### config.mk
export PLATFORM = sky130hd
export DESIGN_NAME = rvco_measure_sequencer
export DESIGN_NICKNAME = d
export VERILOG_FILES = /design/src/rtl/rvco_meas_pkg.sv /design/src/rtl/rvco_edge_sync.sv /design/src/rtl/rvco_measure_sequencer.sv
export SDC_FILE = /design/constraint.sdc
export NUM_CORES = 1
export LEC_CHECK = 0
export CAP_MARGIN = 30
export CORE_MARGIN = 2
export CORE_UTILIZATION = 39
export DETAILED_ROUTE_END_ITERATION = 8
export PLACE_DENSITY = 0.67
export SLEW_MARGIN = 20
export SYNTH_ARGS = -nofsm -noshare
export SYNTH_HDL_FRONTEND = slang
export SYNTH_SLANG_ARGS = --single-unit
### constraint.sdc
create_clock -name clk -period 3.3 [get_ports clk]
set_input_delay 0.495 -clock clk [delete_from_list [all_inputs] [get_ports clk]]
set_output_delay 0.495 -clock clk [all_outputs]
set_load 0.005 [all_outputs]
### src/rtl/rvco_meas_pkg.sv
// Shared types and defaults for the ring-VCO measurement sequencer.
package rvco_meas_pkg;

    typedef enum logic [2:0] {
        ST_IDLE,
        ST_RESET,
        ST_SETTLE,
        ST_GATE,
        ST_DONE
    } meas_state_t;

    localparam logic [1:0] SEL_OSC0 = 2'b01;
    localparam logic [1:0] SEL_OSC1 = 2'b10;
    localparam logic [1:0] SEL_BOTH = 2'b11;

    localparam int DEF_CNT_W         = 12;
    localparam int DEF_GATE_CYCLES   = 1024;
    localparam int DEF_RST_CYCLES    = 4;
    localparam int DEF_SETTLE_CYCLES = 16;
    localparam int DEF_SYNC_STAGES   = 2;

endpackage

### src/rtl/rvco_edge_sync.sv
// Multi-flop synchronizer for one raw oscillator output plus a rising-edge detector.
module rvco_edge_sync #(
    parameter int SYNC_STAGES = 2
) (
    input  logic clk,
    input  logic rst_n,
    input  logic raw,
    output logic rise
);

    logic [SYNC_STAGES-1:0] sync_q;
    logic                   prev_q;

    // raw feeds only sync_q[0]; everything downstream sees the settled copy
    always_ff @(posedge clk or negedge rst_n) begin
        if (!rst_n) begin
            sync_q <= '0;
            prev_q <= 1'b0;
        end else begin
            sync_q <= {sync_q[SYNC_STAGES-2:0], raw};
            prev_q <= sync_q[SYNC_STAGES-1];
        end
    end

    assign rise = sync_q[SYNC_STAGES-1] & ~prev_q;

endmodule

### src/rtl/rvco_measure_sequencer.sv
// Reset/settle/gate sequencer with one shared edge counter for the two ring VCOs.
// Define RVCO_CONT_MEAS_EN to repeat the latched selection continuously instead of single-shot.
module rvco_measure_sequencer
    import rvco_meas_pkg::*;
#(
    parameter int CNT_W         = DEF_CNT_W,
    parameter int GATE_CYCLES   = DEF_GATE_CYCLES,
    parameter int RST_CYCLES    = DEF_RST_CYCLES,
    parameter int SETTLE_CYCLES = DEF_SETTLE_CYCLES,
    parameter int SYNC_STAGES   = DEF_SYNC_STAGES
) (
    input  logic             clk,
    input  logic             rst_n,
    input  logic             start,
    input  logic             abort,
    input  logic [1:0]       sel,
    input  logic [1:0]       osc_out,
    output logic [1:0]       osc_rst,
    output logic             busy,
    output logic             done,
    output logic [CNT_W-1:0] count0,
    output logic [CNT_W-1:0] count1,
    output logic [1:0]       ovf
);

    localparam int MAX_A   = (GATE_CYCLES > RST_CYCLES) ? GATE_CYCLES : RST_CYCLES;
    localparam int MAX_CYC = (MAX_A > SETTLE_CYCLES) ? MAX_A : SETTLE_CYCLES;
    localparam int TMR_W   = $clog2(MAX_CYC) + 1;

    localparam logic [TMR_W-1:0] RST_LOAD    = TMR_W'(RST_CYCLES - 1);
    localparam logic [TMR_W-1:0] SETTLE_LOAD = TMR_W'(SETTLE_CYCLES - 1);
    localparam logic [TMR_W-1:0] GATE_LOAD   = TMR_W'(GATE_CYCLES - 1);

    meas_state_t      state;
    logic             cur;
    logic [1:0]       sel_q;
    logic [TMR_W-1:0] timer;
    logic [CNT_W-1:0] cnt;
    logic [CNT_W-1:0] cnt_next;
    logic             ovf_run;
    logic [1:0]       rise;
    logic             edge_cur;
    logic             cnt_full;
    logic             drop;

    rvco_edge_sync #(.SYNC_STAGES(SYNC_STAGES)) u_sync0 (
        .clk  (clk),
        .rst_n(rst_n),
        .raw  (osc_out[0]),
        .rise (rise[0])
    );

    rvco_edge_sync #(.SYNC_STAGES(SYNC_STAGES)) u_sync1 (
        .clk  (clk),
        .rst_n(rst_n),
        .raw  (osc_out[1]),
        .rise (rise[1])
    );

    // The counter saturates; an edge arriving at full scale is lost and flagged
    assign edge_cur = cur ? rise[1] : rise[0];
    assign cnt_full = (cnt == {CNT_W{1'b1}});
    assign drop     = edge_cur & cnt_full;
    assign cnt_next = (edge_cur && !cnt_full) ? cnt + CNT_W'(1) : cnt;

    always_ff @(posedge clk or negedge rst_n) begin
        if (!rst_n) begin
            state   <= ST_IDLE;
            cur     <= 1'b0;
            sel_q   <= 2'b00;
            timer   <= '0;
            cnt     <= '0;
            ovf_run <= 1'b0;
            osc_rst <= 2'b11;
            busy    <= 1'b0;
            done    <= 1'b0;
            count0  <= '0;
            count1  <= '0;
            ovf     <= 2'b00;
        end else if (abort) begin
            state   <= ST_IDLE;
            osc_rst <= 2'b11;
            busy    <= 1'b0;
            done    <= 1'b0;
        end else begin
            unique case (state)
                ST_IDLE: begin
                    osc_rst <= 2'b11;
                    if (start && sel != 2'b00) begin
                        sel_q <= sel;
                        cur   <= (sel == SEL_OSC1);
                        timer <= RST_LOAD;
                        busy  <= 1'b1;
                        state <= ST_RESET;
                        if (sel[0]) begin
                            count0 <= '0;
                            ovf[0] <= 1'b0;
                        end
                        if (sel[1]) begin
                            count1 <= '0;
                            ovf[1] <= 1'b0;
                        end
                    end
                end
                ST_RESET: begin
                    osc_rst <= 2'b11;
                    if (timer == '0) begin
                        osc_rst <= cur ? 2'b01 : 2'b10;
                        timer   <= SETTLE_LOAD;
                        state   <= ST_SETTLE;
                    end else begin
                        timer <= timer - TMR_W'(1);
                    end
                end
                // Settling is long enough to flush stale synchronizer history
                ST_SETTLE: begin
                    if (timer == '0) begin
                        cnt     <= '0;
                        ovf_run <= 1'b0;
                        timer   <= GATE_LOAD;
                        state   <= ST_GATE;
                    end else begin
                        timer <= timer - TMR_W'(1);
                    end
                end
                ST_GATE: begin
                    cnt     <= cnt_next;
                    ovf_run <= ovf_run | drop;
                    if (timer == '0) begin
                        if (cur) begin
                            count1 <= cnt_next;
                            ovf[1] <= ovf_run | drop;
                        end else begin
                            count0 <= cnt_next;
                            ovf[0] <= ovf_run | drop;
                        end
                        osc_rst <= 2'b11;
                        if (sel_q == SEL_BOTH && !cur) begin
                            cur   <= 1'b1;
                            timer <= RST_LOAD;
                            state <= ST_RESET;
                        end else begin
                            done  <= 1'b1;
                            state <= ST_DONE;
                        end
                    end else begin
                        timer <= timer - TMR_W'(1);
                    end
                end
                ST_DONE: begin
                    done <= 1'b0;
`ifdef RVCO_CONT_MEAS_EN
                    cur   <= (sel_q == SEL_OSC1);
                    timer <= RST_LOAD;
                    state <= ST_RESET;
`else
                    busy  <= 1'b0;
                    state <= ST_IDLE;
`endif
                end
                default: begin
                    osc_rst <= 2'b11;
                    busy    <= 1'b0;
                    done    <= 1'b0;
                    state   <= ST_IDLE;
                end
            endcase
        end
    end

endmodule

==> results_tabular.tex, run 1 <==
\begin{tabular}{lr}
\hline
Metric & Value \\
\hline
\multicolumn{2}{l}{\textbf{Run status}} \\
Status & finished, final reports clean \\
\multicolumn{2}{l}{\textbf{Worst hold path}} \\
Hold Crit Class & in2async \\
\multicolumn{2}{l}{\textbf{Clock tree}} \\
Clock edge transition at the registers on the reported setup and hold paths & 80 ps \\
TritonCTS clock tree & done \\
Insertion delay to the later sink of the worst-skew pair & 360 ps \\
Total CTS buffers & 9 \\
CTS max path bufs & 2 \\
Post-cts sizing count & 0 \\
Clk sink count & 66 \\
Cell at the root of the clock tree & sky130\_fd\_sc\_hd\_\_clkbuf\_8 \\
Hold buffer count at CTS & 0 \\
Number of levels the H-tree was split into & 3 \\
Number of setup buffers added after CTS & 0 \\
\multicolumn{2}{l}{\textbf{Power and ir drop}} \\
P per Cell Area & 495 mW/mm\^{}2 \\
Static leakage & 1.67 nW \\
Peak supply drop & 0.248 mV \\
\multicolumn{2}{l}{\textbf{Critical path}} \\
CP arrival & 2780 ps \\
Worst EP required & 3550 ps \\
Reg-to-reg startpoint & timer[0]\$\_DFFE\_PN0P\_ \\
Highest fanout seen on the critical path & 11 \\
Class of the most critical setup path & reg2reg \\
Worst setup startpoint & timer[0]\$\_DFFE\_PN0P\_ \\
Kind of start point of the critical path & register \\
Kind of end point of the critical path & register \\
\multicolumn{2}{l}{\textbf{Detailed routing}} \\
Number of nets with antenna violations after detailed routing & 0 \\
Post-detailed-route wirelength per cell & 16.3 um \\
Total vias in the final route & 2696 \\
Total iterations of the first detailed-routing run & 4 \\
Via density per instance & 5.62 \\
Count of unresolved DRC violations after routing & 0 \\
Final WL & 7830 um \\
Initial DRC Count & 177 \\
\multicolumn{2}{l}{\textbf{Flow run}} \\
Number of violations of the max-capacitance limit & 0 \\
\multicolumn{2}{l}{\textbf{Synth}} \\
Top area cells in the synthesized netlist & sky130\_fd\_sc\_hd\_\_dfrtp\_1 49\%, sky130\_fd\_sc\_hd\_\_nand2\_1 4.3\%, sky130\_fd\_sc\_hd\_\_o21ai\_0 4.0\%, sky130\_fd\_sc\_hd\_\_o2bb2ai\_1 3.5\%, sky130\_fd\_sc\_hd\_\_nor2\_1 3.0\% \\
Area share of and/or/nand/nor cells after synthesis & 20.9\% \\
Number of unique standard cell types used by synthesis & 63 \\
Area share of xor/xnor cells in the synthesized design & 1.62\% \\
Yosys reg bits & 66 \\
Post-synth top area cell & sky130\_fd\_sc\_hd\_\_dfrtp\_1 \\
Yosys warning count & 0 \\
Number of enable-type register cells in the synthesized netlist & 0 \\
Most used flip-flop cell after synthesis & sky130\_fd\_sc\_hd\_\_dfrtp\_1 \\
Top-area cell type share of the netlist area & 49.5\% \\
Mux contribution to synthesized area & 2.75\% \\
Mapped Area & 0.00324 mm\^{}2 \\
Share of synthesized registers carrying an async set or reset & 100\% \\
Arithmetic-cell share of the synthesized area counting full adders, half adders and majority gates & 0.773\% \\
Synthesized area per cell & 9.86 um\^{}2 \\
Sequential-to-total area share from yosys stat & 51.1\% \\
Fraction of the mapped netlist area in compound gates & 20.3\% \\
Dominant combinational cell family by area after synthesis & simple AND/OR/NAND/NOR gates \\
Synthesized Nets & 338 \\
Synthesized netlist cell count & 328 \\
\multicolumn{2}{l}{\textbf{STA}} \\
Relative slew slack & 56.1\% \\
Slew at the pin closest to its max-slew limit & 658 ps \\
Setup TNS & 0 ps \\
Setup repair after global routing missed its margin & no \\
Slack of the critical path & 766 ps \\
Total of endpoints with negative setup slack in the final report & 0 \\
Final Slew Violations & 0 \\
Max frequency & 395 MHz \\
Final clock skew & 8.82 ps \\
Shortest clock period the worst path allows after layout & 2530 ps \\
Final period utilization & 76.8\% \\
Number of hold violations in the final report & 0 \\
\multicolumn{2}{l}{\textbf{Final layout}} \\
Register cell area after layout & 0.00165 mm\^{}2 \\
Filler Cell Count & 764 \\
Antenna cells & 0 \\
Relative area change from synthesis to final layout & 22.3\% \\
Area occupied by multi-input gates & 0.00150 mm\^{}2 \\
NumNets Final & 380 \\
Final cell count without fillers & 480 \\
Fraction of final layout cells sized beyond drive strength 1 & 11.5\% \\
Core Util, Final & 48.7\% \\
\multicolumn{2}{l}{\textbf{Floorplan}} \\
Core Rows & 33 \\
Overall die height & 95.1 um \\
Effective utilization at floorplan & 39.8\% \\
Core area & 0.00813 mm\^{}2 \\
X dimension of the die & 95.1 um \\
Top Ports & 38 \\
Die Footprint & 0.00904 mm\^{}2 \\
\multicolumn{2}{l}{\textbf{Place}} \\
Half-perimeter wire length of the detailed placement result & 5790 um \\
I/O Buffers & 37 \\
Worst setup slack before clock tree synthesis & 528 ps \\
Placed Cells & 464 \\
Last weighted congestion value of the routability-driven placer & 0.871 \\
\multicolumn{2}{l}{\textbf{Global routing}} \\
First-pass GRT wire length & 13100 um \\
Number of antenna violations at the first check in global routing & 0 \\
Maximum number of pins on one net before global-route repair & 31 \\
GRT Resource Usage Total & 18.9\% \\
Vias in the first global route & 2590 \\
Overflow after GRT & 0 \\
\hline
\end{tabular}
## final cells by class
cell class                      count  share of cell area [%]
Timing Repair Buffer               44                    10.6
Inverter                            8                   0.759
Sequential cell                    66                    41.8
Multi-Input combinational cell    241                    37.9
Clock inverter                      7                    2.56
Clock buffer                        9                    3.13
Tap cell                          105                    3.32
## synthesized netlist by cell type (2+ instances only)
library cell,instances
sky130_fd_sc_hd__a21boi_0,2
sky130_fd_sc_hd__a21o_1,4
sky130_fd_sc_hd__a21oi_1,15
sky130_fd_sc_hd__a22o_1,6
sky130_fd_sc_hd__a31oi_1,2
sky130_fd_sc_hd__and3_1,4
sky130_fd_sc_hd__and4_1,4
sky130_fd_sc_hd__buf_2,3
sky130_fd_sc_hd__clkbuf_1,10
sky130_fd_sc_hd__dfrtp_1,64
sky130_fd_sc_hd__dfstp_2,2
sky130_fd_sc_hd__ha_1,2
sky130_fd_sc_hd__inv_1,8
sky130_fd_sc_hd__mux2_2,3
sky130_fd_sc_hd__mux2i_1,4
sky130_fd_sc_hd__nand2_1,37
sky130_fd_sc_hd__nand3_1,9
sky130_fd_sc_hd__nand3b_1,5
sky130_fd_sc_hd__nand4_1,7
sky130_fd_sc_hd__nor2_1,26
sky130_fd_sc_hd__nor3_1,10
sky130_fd_sc_hd__nor4_1,2
sky130_fd_sc_hd__o211ai_1,2
sky130_fd_sc_hd__o21ai_0,26
sky130_fd_sc_hd__o21ai_1,10
sky130_fd_sc_hd__o22ai_1,2
sky130_fd_sc_hd__o2bb2ai_1,13
sky130_fd_sc_hd__o31ai_1,3
sky130_fd_sc_hd__or2_2,3
sky130_fd_sc_hd__or3b_2,2
sky130_fd_sc_hd__or4_4,2
sky130_fd_sc_hd__xnor2_1,4
sky130_fd_sc_hd__xor2_1,2
## power by group
group / internal, mW / switching, mW
registers: 0.856 / 0.0679
logic: 0.0994 / 0.155
clock network: 0.431 / 0.349
total: 1.39 / 0.572
## layer usage
layer  global-route usage [%]  routed length [um]  part of all wire, %  vias to the layer above
met4                     5.56                 125                  1.6                        0
li1                         -                   -                    -                     1308
met1                     24.5                3490                   45                     1307
met2                     31.0                3910                   50                       70
met5                        0                   0                    0                        -
met3                     4.90                 296                  3.8                       11
## registers in the layout (all words and copies together), names as in the netlist
signal          cells
timer              11
u_sync0.sync_q      2
busy                1
cnt                12
count0             12
osc_rst             2
u_sync1.sync_q      2
u_sync1.prev_q      1
ovf_run             1
ovf                 2
done                1
u_sync0.prev_q      1
state               3
count1             12
sel_q               2
cur                 1
## stage by stage
step / hold WS (ps) / total power, mW / cell area, um^2
after floorplan: 199 / 1.10 / 3240
after global placement: 332 / 1.19 / 3730
after detailed placement: 342 / 1.19 / 3730
after CTS: 176 / 1.97 / 3960
after global routing: 191 / 2.06 / 3960
final: 156 / 1.96 / 3960
## critical path, cell delays in order, from the launching register on
cell	delay [ps]
sky130_fd_sc_hd__dfrtp_1	390
sky130_fd_sc_hd__inv_1	60
sky130_fd_sc_hd__ha_1	230
sky130_fd_sc_hd__nor4b_2	170
sky130_fd_sc_hd__buf_4	160
sky130_fd_sc_hd__and4_1	180
sky130_fd_sc_hd__buf_4	170
sky130_fd_sc_hd__a21oi_1	470
sky130_fd_sc_hd__nand3_1	230
sky130_fd_sc_hd__o41ai_1	350
## kinds of logic after synthesis
group	count (synthesis)
AO/OA/AOI/OAI	99
XOR/XNOR	6
adder cells (fa/ha/maj)	2
buffers and inverters	21
flip-flops	66
multiplexers	8
AND/OR/NAND/NOR	126
## placed cells by master (no fill, tap or decap), drive strengths merged, types with 7 or more instances in the layout
cell           netlist  final
clkdlybuf4s50        0     36
inv                  8     10
nand4                7      7
nand2               37     37
a21oi               16     16
nor3                10     10
buf                  3      8
dfrtp               64     64
nor2                26     26
o21ai               36     36
nand3                9      9
o2bb2ai             13     13
clkbuf              10      9
## final timing paths
kind	end	slack (ps)	cells after the start
max	timer[9]$_DFFE_PN0P_	770	9
min	count1[6]$_DFFE_PN0P_	160	1
max reg2reg	timer[9]$_DFFE_PN0P_	770	9
min reg2reg	u_sync1.sync_q[1]$_DFF_PN0_	360	0
max in group asynchronous	osc_rst[0]$_DFFE_PN1P_	2380	2
min in group clk	u_sync1.sync_q[1]$_DFF_PN0_	360	0
Power figures use the tool's default switching activity.
==> inputs of run 2 (changes only) <==
clock period = 2.5 ns   (was 3.3 ns; I/O delays follow)
==> run 2 against run 1 <==
Count of clock-buffer cells in the layout rose by 1. Clock skew increased by 1.7 ps. Non-clock buffer count up 6. Cell count is 1.3% higher. Total power rose by 27%. Combinational power increased by 36%. Core utilization increased by 0.29 points. Via count increased by 1.4%. Clock power rose by 17%. Design area increased by 0.60%. Global-route usage rose by 0.16 points. First-iteration DRC count shrank 25%. Largest cell class unchanged. Highest routed layer unchanged.
==> results_tabular.tex, run 2 (synthesis gave the netlist of run 1 again) <==
\begin{tabular}{lr}
\hline
Metric & Value \\
\hline
\multicolumn{2}{l}{\textbf{Run status}} \\
Status & finished, final reports clean \\
\multicolumn{2}{l}{\textbf{Critical path}} \\
Reg-to-reg startpoint & timer[0]\$\_DFFE\_PN0P\_ \\
Highest fanout seen on the critical path & 9 \\
Worst EP required & 2770 ps \\
Kind of end point of the critical path & register \\
Kind of start point of the critical path & register \\
Class of the most critical setup path & reg2reg \\
Worst setup startpoint & timer[0]\$\_DFFE\_PN0P\_ \\
CP arrival & 2510 ps \\
Worst R2R Path Depth & 7 \\
\multicolumn{2}{l}{\textbf{Power and ir drop}} \\
Static leakage & 1.68 nW \\
Peak supply drop & 0.300 mV \\
P per Cell Area & 624 mW/mm\^{}2 \\
\multicolumn{2}{l}{\textbf{Global routing}} \\
GRT Resource Usage Total & 19.0\% \\
Number of antenna violations at the first check in global routing & 0 \\
First-pass GRT wire length & 13100 um \\
Vias in the first global route & 2663 \\
Maximum number of pins on one net before global-route repair & 27 \\
Overflow after GRT & 0 \\
\multicolumn{2}{l}{\textbf{Clock tree}} \\
Total CTS buffers & 9 \\
Clock edge transition at the registers on the reported setup and hold paths & 80 ps \\
Post-cts sizing count & 0 \\
Hold buffer count at CTS & 0 \\
CTS max path bufs & 2 \\
TritonCTS clock tree & done \\
Clk sink count & 66 \\
Number of levels the H-tree was split into & 3 \\
Insertion delay to the later sink of the worst-skew pair & 350 ps \\
Cell at the root of the clock tree & sky130\_fd\_sc\_hd\_\_clkbuf\_8 \\
Number of setup buffers added after CTS & 0 \\
\multicolumn{2}{l}{\textbf{Final layout}} \\
Fraction of final layout cells sized beyond drive strength 1 & 12.9\% \\
Core Util, Final & 48.9\% \\
Relative area change from synthesis to final layout & 23.0\% \\
Antenna cells & 0 \\
Most common cell after layout, fill and taps aside & sky130\_fd\_sc\_hd\_\_dfrtp\_1 \\
Largest registers in the final layout & cnt (12), count0 (12), count1 (12) \\
NumNets Final & 386 \\
Post-route cell area & 0.00398 mm\^{}2 \\
Top library cells by usage in the layout, fill and taps aside & 64 x sky130\_fd\_sc\_hd\_\_dfrtp\_1, 37 x sky130\_fd\_sc\_hd\_\_nand2\_1, 36 x sky130\_fd\_sc\_hd\_\_clkdlybuf4s50\_1 \\
\multicolumn{2}{l}{\textbf{Detailed routing}} \\
Count of unresolved DRC violations after routing & 0 \\
Number of nets with antenna violations after detailed routing & 0 \\
Via density per instance & 5.62 \\
Total iterations of the first detailed-routing run & 4 \\
Post-detailed-route wirelength per cell & 15.9 um \\
Final WL & 7730 um \\
Initial DRC Count & 132 \\
Total vias in the final route & 2733 \\
\multicolumn{2}{l}{\textbf{Worst hold path}} \\
Hold Crit Class & in2async \\
\multicolumn{2}{l}{\textbf{STA}} \\
Final period utilization & 89.7\% \\
Final clock skew & 10.5 ps \\
Setup repair after global routing missed its margin & no \\
Shortest clock period the worst path allows after layout & 2240 ps \\
Setup TNS & 0 ps \\
Max frequency & 446 MHz \\
Relative slew slack & 60.4\% \\
Final Slew Violations & 0 \\
Number of hold violations in the final report & 0 \\
Total of endpoints with negative setup slack in the final report & 0 \\
Slew at the pin closest to its max-slew limit & 587 ps \\
\multicolumn{2}{l}{\textbf{Floorplan}} \\
Die Footprint & 0.00904 mm\^{}2 \\
Effective utilization at floorplan & 39.8\% \\
Core Rows & 33 \\
Top Ports & 38 \\
Core area & 0.00813 mm\^{}2 \\
Overall die height & 95.1 um \\
X dimension of the die & 95.1 um \\
\multicolumn{2}{l}{\textbf{Place}} \\
DP Area & 0.00378 mm\^{}2 \\
I/O Buffers & 37 \\
Last weighted congestion value of the routability-driven placer & 0.875 \\
Half-perimeter wire length of the detailed placement result & 5730 um \\
\multicolumn{2}{l}{\textbf{Flow run}} \\
Number of violations of the max-capacitance limit & 0 \\
\hline
\end{tabular}
[run 2: worst max-delay path: stages (launching register included)]
cell and delay, ps:
sky130_fd_sc_hd__dfrtp_1 410, sky130_fd_sc_hd__inv_1 70, sky130_fd_sc_hd__ha_1 210, sky130_fd_sc_hd__nor4b_2 350
sky130_fd_sc_hd__nand4_1 140, sky130_fd_sc_hd__a221o_1 390, sky130_fd_sc_hd__or2_0 400, sky130_fd_sc_hd__o21ai_1 200
[run 2: path summary, 6_finish.rpt]
check,to,slack [ps]
setup / recovery,count0[10]$_DFFE_PN0P_,260
hold / removal,count0[0]$_DFFE_PN0P_,9
setup reg to reg,count0[10]$_DFFE_PN0P_,260
hold reg to reg,u_sync1.sync_q[1]$_DFF_PN0_,350
max in group asynchronous,osc_rst[0]$_DFFE_PN1P_,1720
min in group clk,u_sync1.sync_q[1]$_DFF_PN0_,350
[run 2: power by group]
group	total [mW]	switching (mW)	internal, mW
clock	0.913	0.426	0.487
sequential	1.22	0.0933	1.13
combinational	0.346	0.200	0.145
total	2.48	0.720	1.76
[run 2: per-stage QoR]
step	setup WS [ps]	total power, mW	hold slack (ps)	instances
final	257	2.48	9.23	486
after global routing	53.9	2.62	31.6	486
after CTS	240	2.51	6.92	486
after detailed placement	176	1.59	338	470
after global placement	242	1.58	332	470
after floorplan	380	1.45	79.4	328
[run 2: final cells by class]
type | instances | area (um^2)
Sequential cell | 66 | 1650
Multi-Input combinational cell | 241 | 1500
Inverter | 8 | 30.0
Tap cell | 105 | 131
Timing Repair Buffer | 50 | 463
Clock inverter | 6 | 66.3
Fill cell | 761 | 4150
Clock buffer | 10 | 138
[run 2: per-layer routing]
| metal | vias to the layer above | wire (um) | GRT usage, % |
|---|---|---|---|
| met5 | - | 0 | 0 |
| met4 | 0 | 148 | 6.40 |
| met3 | 11 | 394 | 5.61 |
| met2 | 75 | 3850 | 32.0 |
| met1 | 1326 | 3340 | 23.3 |
| li1 | 1321 | - | - |
==> inputs of run 3 (changes only) <==
CORE_UTILIZATION = 50   (was 39)
PLACE_DENSITY = 0.81   (was 0.67)
==> run 3 against run 2 <==
Die area is 21% lower. Sequential power hardly changed. Design area is 0.88% lower. Clock power is 8.4% lower. Largest power group unchanged.
==> results_tabular.tex, run 3 (synthesis gave the netlist of run 1 again) <==
\begin{tabular}{lr}
\hline
Metric & Value \\
\hline
\multicolumn{2}{l}{\textbf{Run status}} \\
Status & finished, final reports clean \\
\multicolumn{2}{l}{\textbf{Power and ir drop}} \\
Switching Fraction & 30.9\% \\
Sequential share of power & 51.2\% \\
P per Cell Area & 611 mW/mm\^{}2 \\
NetSw & 0.745 mW \\
Peak supply drop & 0.448 mV \\
Clk pwr share & 34.7\% \\
Static leakage & 1.68 nW \\
Total Power Consumption & 2.41 mW \\
Combinational power share & 14.1\% \\
Cell internal power dissipation & 1.66 mW \\
\multicolumn{2}{l}{\textbf{Detailed routing}} \\
Total vias in the final route & 2771 \\
Total iterations of the first detailed-routing run & 4 \\
Final WL & 7780 um \\
Post-detailed-route wirelength per cell & 17.0 um \\
Met2 wire length & 3780 um \\
Wire length on met3 & 324 um \\
Via density per instance & 6.05 \\
Initial DRC Count & 177 \\
Count of unresolved DRC violations after routing & 0 \\
Met1 Wirelength & 3400 um \\
Number of nets with antenna violations after detailed routing & 0 \\
Highest metal layer with signal wires & met4 \\
\multicolumn{2}{l}{\textbf{STA}} \\
Slew at the pin closest to its max-slew limit & 584 ps \\
Max frequency & 449 MHz \\
Relative slew slack & 60.6\% \\
Setup repair after global routing missed its margin & no \\
Total of endpoints with negative setup slack in the final report & 0 \\
Final Slew Violations & 0 \\
Final period utilization & 89.1\% \\
Setup TNS & 0 ps \\
Number of hold violations in the final report & 0 \\
Worst hold slack across all endpoints & 351 ps \\
Shortest clock period the worst path allows after layout & 2230 ps \\
Final clock skew & 8.58 ps \\
\multicolumn{2}{l}{\textbf{Critical path}} \\
Highest fanout seen on the critical path & 5 \\
Cell Chain, Critical Path & inv\_1 -> ha\_1 -> or4b\_2 -> o31ai\_1 -> a21oi\_1 -> o21ai\_0 -> o41ai\_1 \\
Kind of end point of the critical path & register \\
Slowest stage delay, CP & 670 ps \\
Kind of start point of the critical path & register \\
Class of the most critical setup path & reg2reg \\
Cell with the biggest individual delay on the critical path & sky130\_fd\_sc\_hd\_\_or4b\_2 \\
CP arrival & 2460 ps \\
Dominant delay contributor by cell family on the critical path & compound AO/OA/AOI/OAI gates \\
Number of buffers and inverters on the critical path & 1 \\
Worst EP required & 2740 ps \\
\multicolumn{2}{l}{\textbf{Final layout}} \\
Filler Cell Count & 526 \\
Top library cells by usage in the layout, fill and taps aside & 64 x sky130\_fd\_sc\_hd\_\_dfrtp\_1, 37 x sky130\_fd\_sc\_hd\_\_nand2\_1, 36 x sky130\_fd\_sc\_hd\_\_clkdlybuf4s50\_1 \\
Area occupied by multi-input gates & 0.00151 mm\^{}2 \\
Register cell area after layout & 0.00165 mm\^{}2 \\
NumNets Final & 386 \\
Antenna cells & 0 \\
Most common cell after layout, fill and taps aside & sky130\_fd\_sc\_hd\_\_dfrtp\_1 \\
Final cell count without fillers & 458 \\
Fraction of final layout cells sized beyond drive strength 1 & 12.9\% \\
Largest registers in the final layout & cnt (12), count0 (12), count1 (12) \\
Relative area change from synthesis to final layout & 22.0\% \\
\multicolumn{2}{l}{\textbf{Clock tree}} \\
Cell at the root of the clock tree & sky130\_fd\_sc\_hd\_\_clkbuf\_8 \\
TritonCTS clock tree & done \\
Number of levels the H-tree was split into & 3 \\
Number of setup buffers added after CTS & 0 \\
Insertion delay to the later sink of the worst-skew pair & 350 ps \\
Clk sink count & 66 \\
Total CTS buffers & 9 \\
CTS max path bufs & 2 \\
Clock edge transition at the registers on the reported setup and hold paths & 80 ps \\
\multicolumn{2}{l}{\textbf{Place}} \\
Placed Cells & 441 \\
Last weighted congestion value of the routability-driven placer & 0.830 \\
Half-perimeter wire length of the detailed placement result & 5770 um \\
I/O Buffers & 37 \\
\multicolumn{2}{l}{\textbf{Floorplan}} \\
Effective utilization at floorplan & 51.2\% \\
Core Rows & 29 \\
Core area & 0.00631 mm\^{}2 \\
Overall die height & 84.4 um \\
Top Ports & 38 \\
Die Footprint & 0.00713 mm\^{}2 \\
X dimension of the die & 84.4 um \\
\multicolumn{2}{l}{\textbf{Flow run}} \\
Number of violations of the max-capacitance limit & 0 \\
\multicolumn{2}{l}{\textbf{Global routing}} \\
GRT Resource Usage Total & 23.1\% \\
Maximum number of pins on one net before global-route repair & 31 \\
Overflow after GRT & 0 \\
Vias in the first global route & 2711 \\
First-pass GRT wire length & 12900 um \\
Number of antenna violations at the first check in global routing & 0 \\
\multicolumn{2}{l}{\textbf{Worst hold path}} \\
Hold Crit Class & reg2reg \\
\hline
\end{tabular}
==> run 3: cell types whose count changed in the layout (fill, tap and decap cells not counted), sizes merged <==
cell         change
buf              -1
inv              +2
dlygate4sd3      +1
clkinv           -1
bufinv           -1
==> run 3: through the flow <==
stage	worst slack (ps)	area [um^2]	util, %
final	273	3950	62.5
after global routing	71.8	3950	62.5
after CTS	227	3930	62.3
after detailed placement	193	3730	59.2
after global placement	257	3730	59.2
after floorplan	380	3240	-
==> run 3: worst reg2reg max path: cells and delay by family (launching register included) <==
| kind | cells | cell delay (ps) |
|---|---|---|
| AO/OA/AOI/OAI | 4 | 720 |
| AND/OR/NAND/NOR | 1 | 670 |
| flip-flops | 1 | 420 |
| adder cells (fa/ha/maj) | 1 | 230 |
| buffers and inverters | 1 | 70 |
==> run 3: area by class of cell <==
type | count | area share [%]
Timing Repair Buffer | 50 | 11.8
Clock buffer | 10 | 3.49
Clock inverter | 6 | 1.24
Multi-Input combinational cell | 241 | 38.4
Sequential cell | 66 | 41.9
Inverter | 8 | 0.761
Tap cell | 77 | 2.44
==> run 3: power groups by stage <==
| stage | registers [mW] | clock network (mW) | logic (mW) |
|---|---|---|---|
| finish | 1.23 | 0.836 | 0.339 |
| global placement | 1.24 | 0 | 0.327 |
| floorplan | 1.21 | 0 | 0.241 |
| CTS | 1.22 | 0.854 | 0.335 |
| global route | 1.24 | 0.899 | 0.374 |
| detailed placement | 1.24 | 0 | 0.332 |
==> run 3: layer usage <==
metal  GRT usage, %  vias to the layer above
met5              0                        -
met4           10.8                        0
met3           6.19                       24
met2           37.2                       78
met1           29.1                     1353
li1               -                     1316
==> run 3: path summary, 6_finish.rpt <==
kind                                             startpoint                     endpoint  slack (ps)  cells past startpoint
worst min register to register  u_sync1.sync_q[0]$_DFF_PN0_  u_sync1.sync_q[1]$_DFF_PN0_         350                      0
worst max register to register         timer[0]$_DFFE_PN0P_         timer[9]$_DFFE_PN0P_         270                      7
min in group asynchronous                             rst_n        count0[7]$_DFFE_PN0P_         440                      2
worst max-delay path                   timer[0]$_DFFE_PN0P_         timer[9]$_DFFE_PN0P_         270                      7
worst min-delay path            u_sync1.sync_q[0]$_DFF_PN0_  u_sync1.sync_q[1]$_DFF_PN0_         350                      0
max in group asynchronous                             rst_n       osc_rst[1]$_DFFE_PN1P_        1340                      3
==> run 3: what timing repair did <==
item / CTS / global route
hold buffers: 1 / 0
hold endpoints to repair: 12 / 0
setup endpoints to repair: 0 / 12
resized for setup: 0 / 2
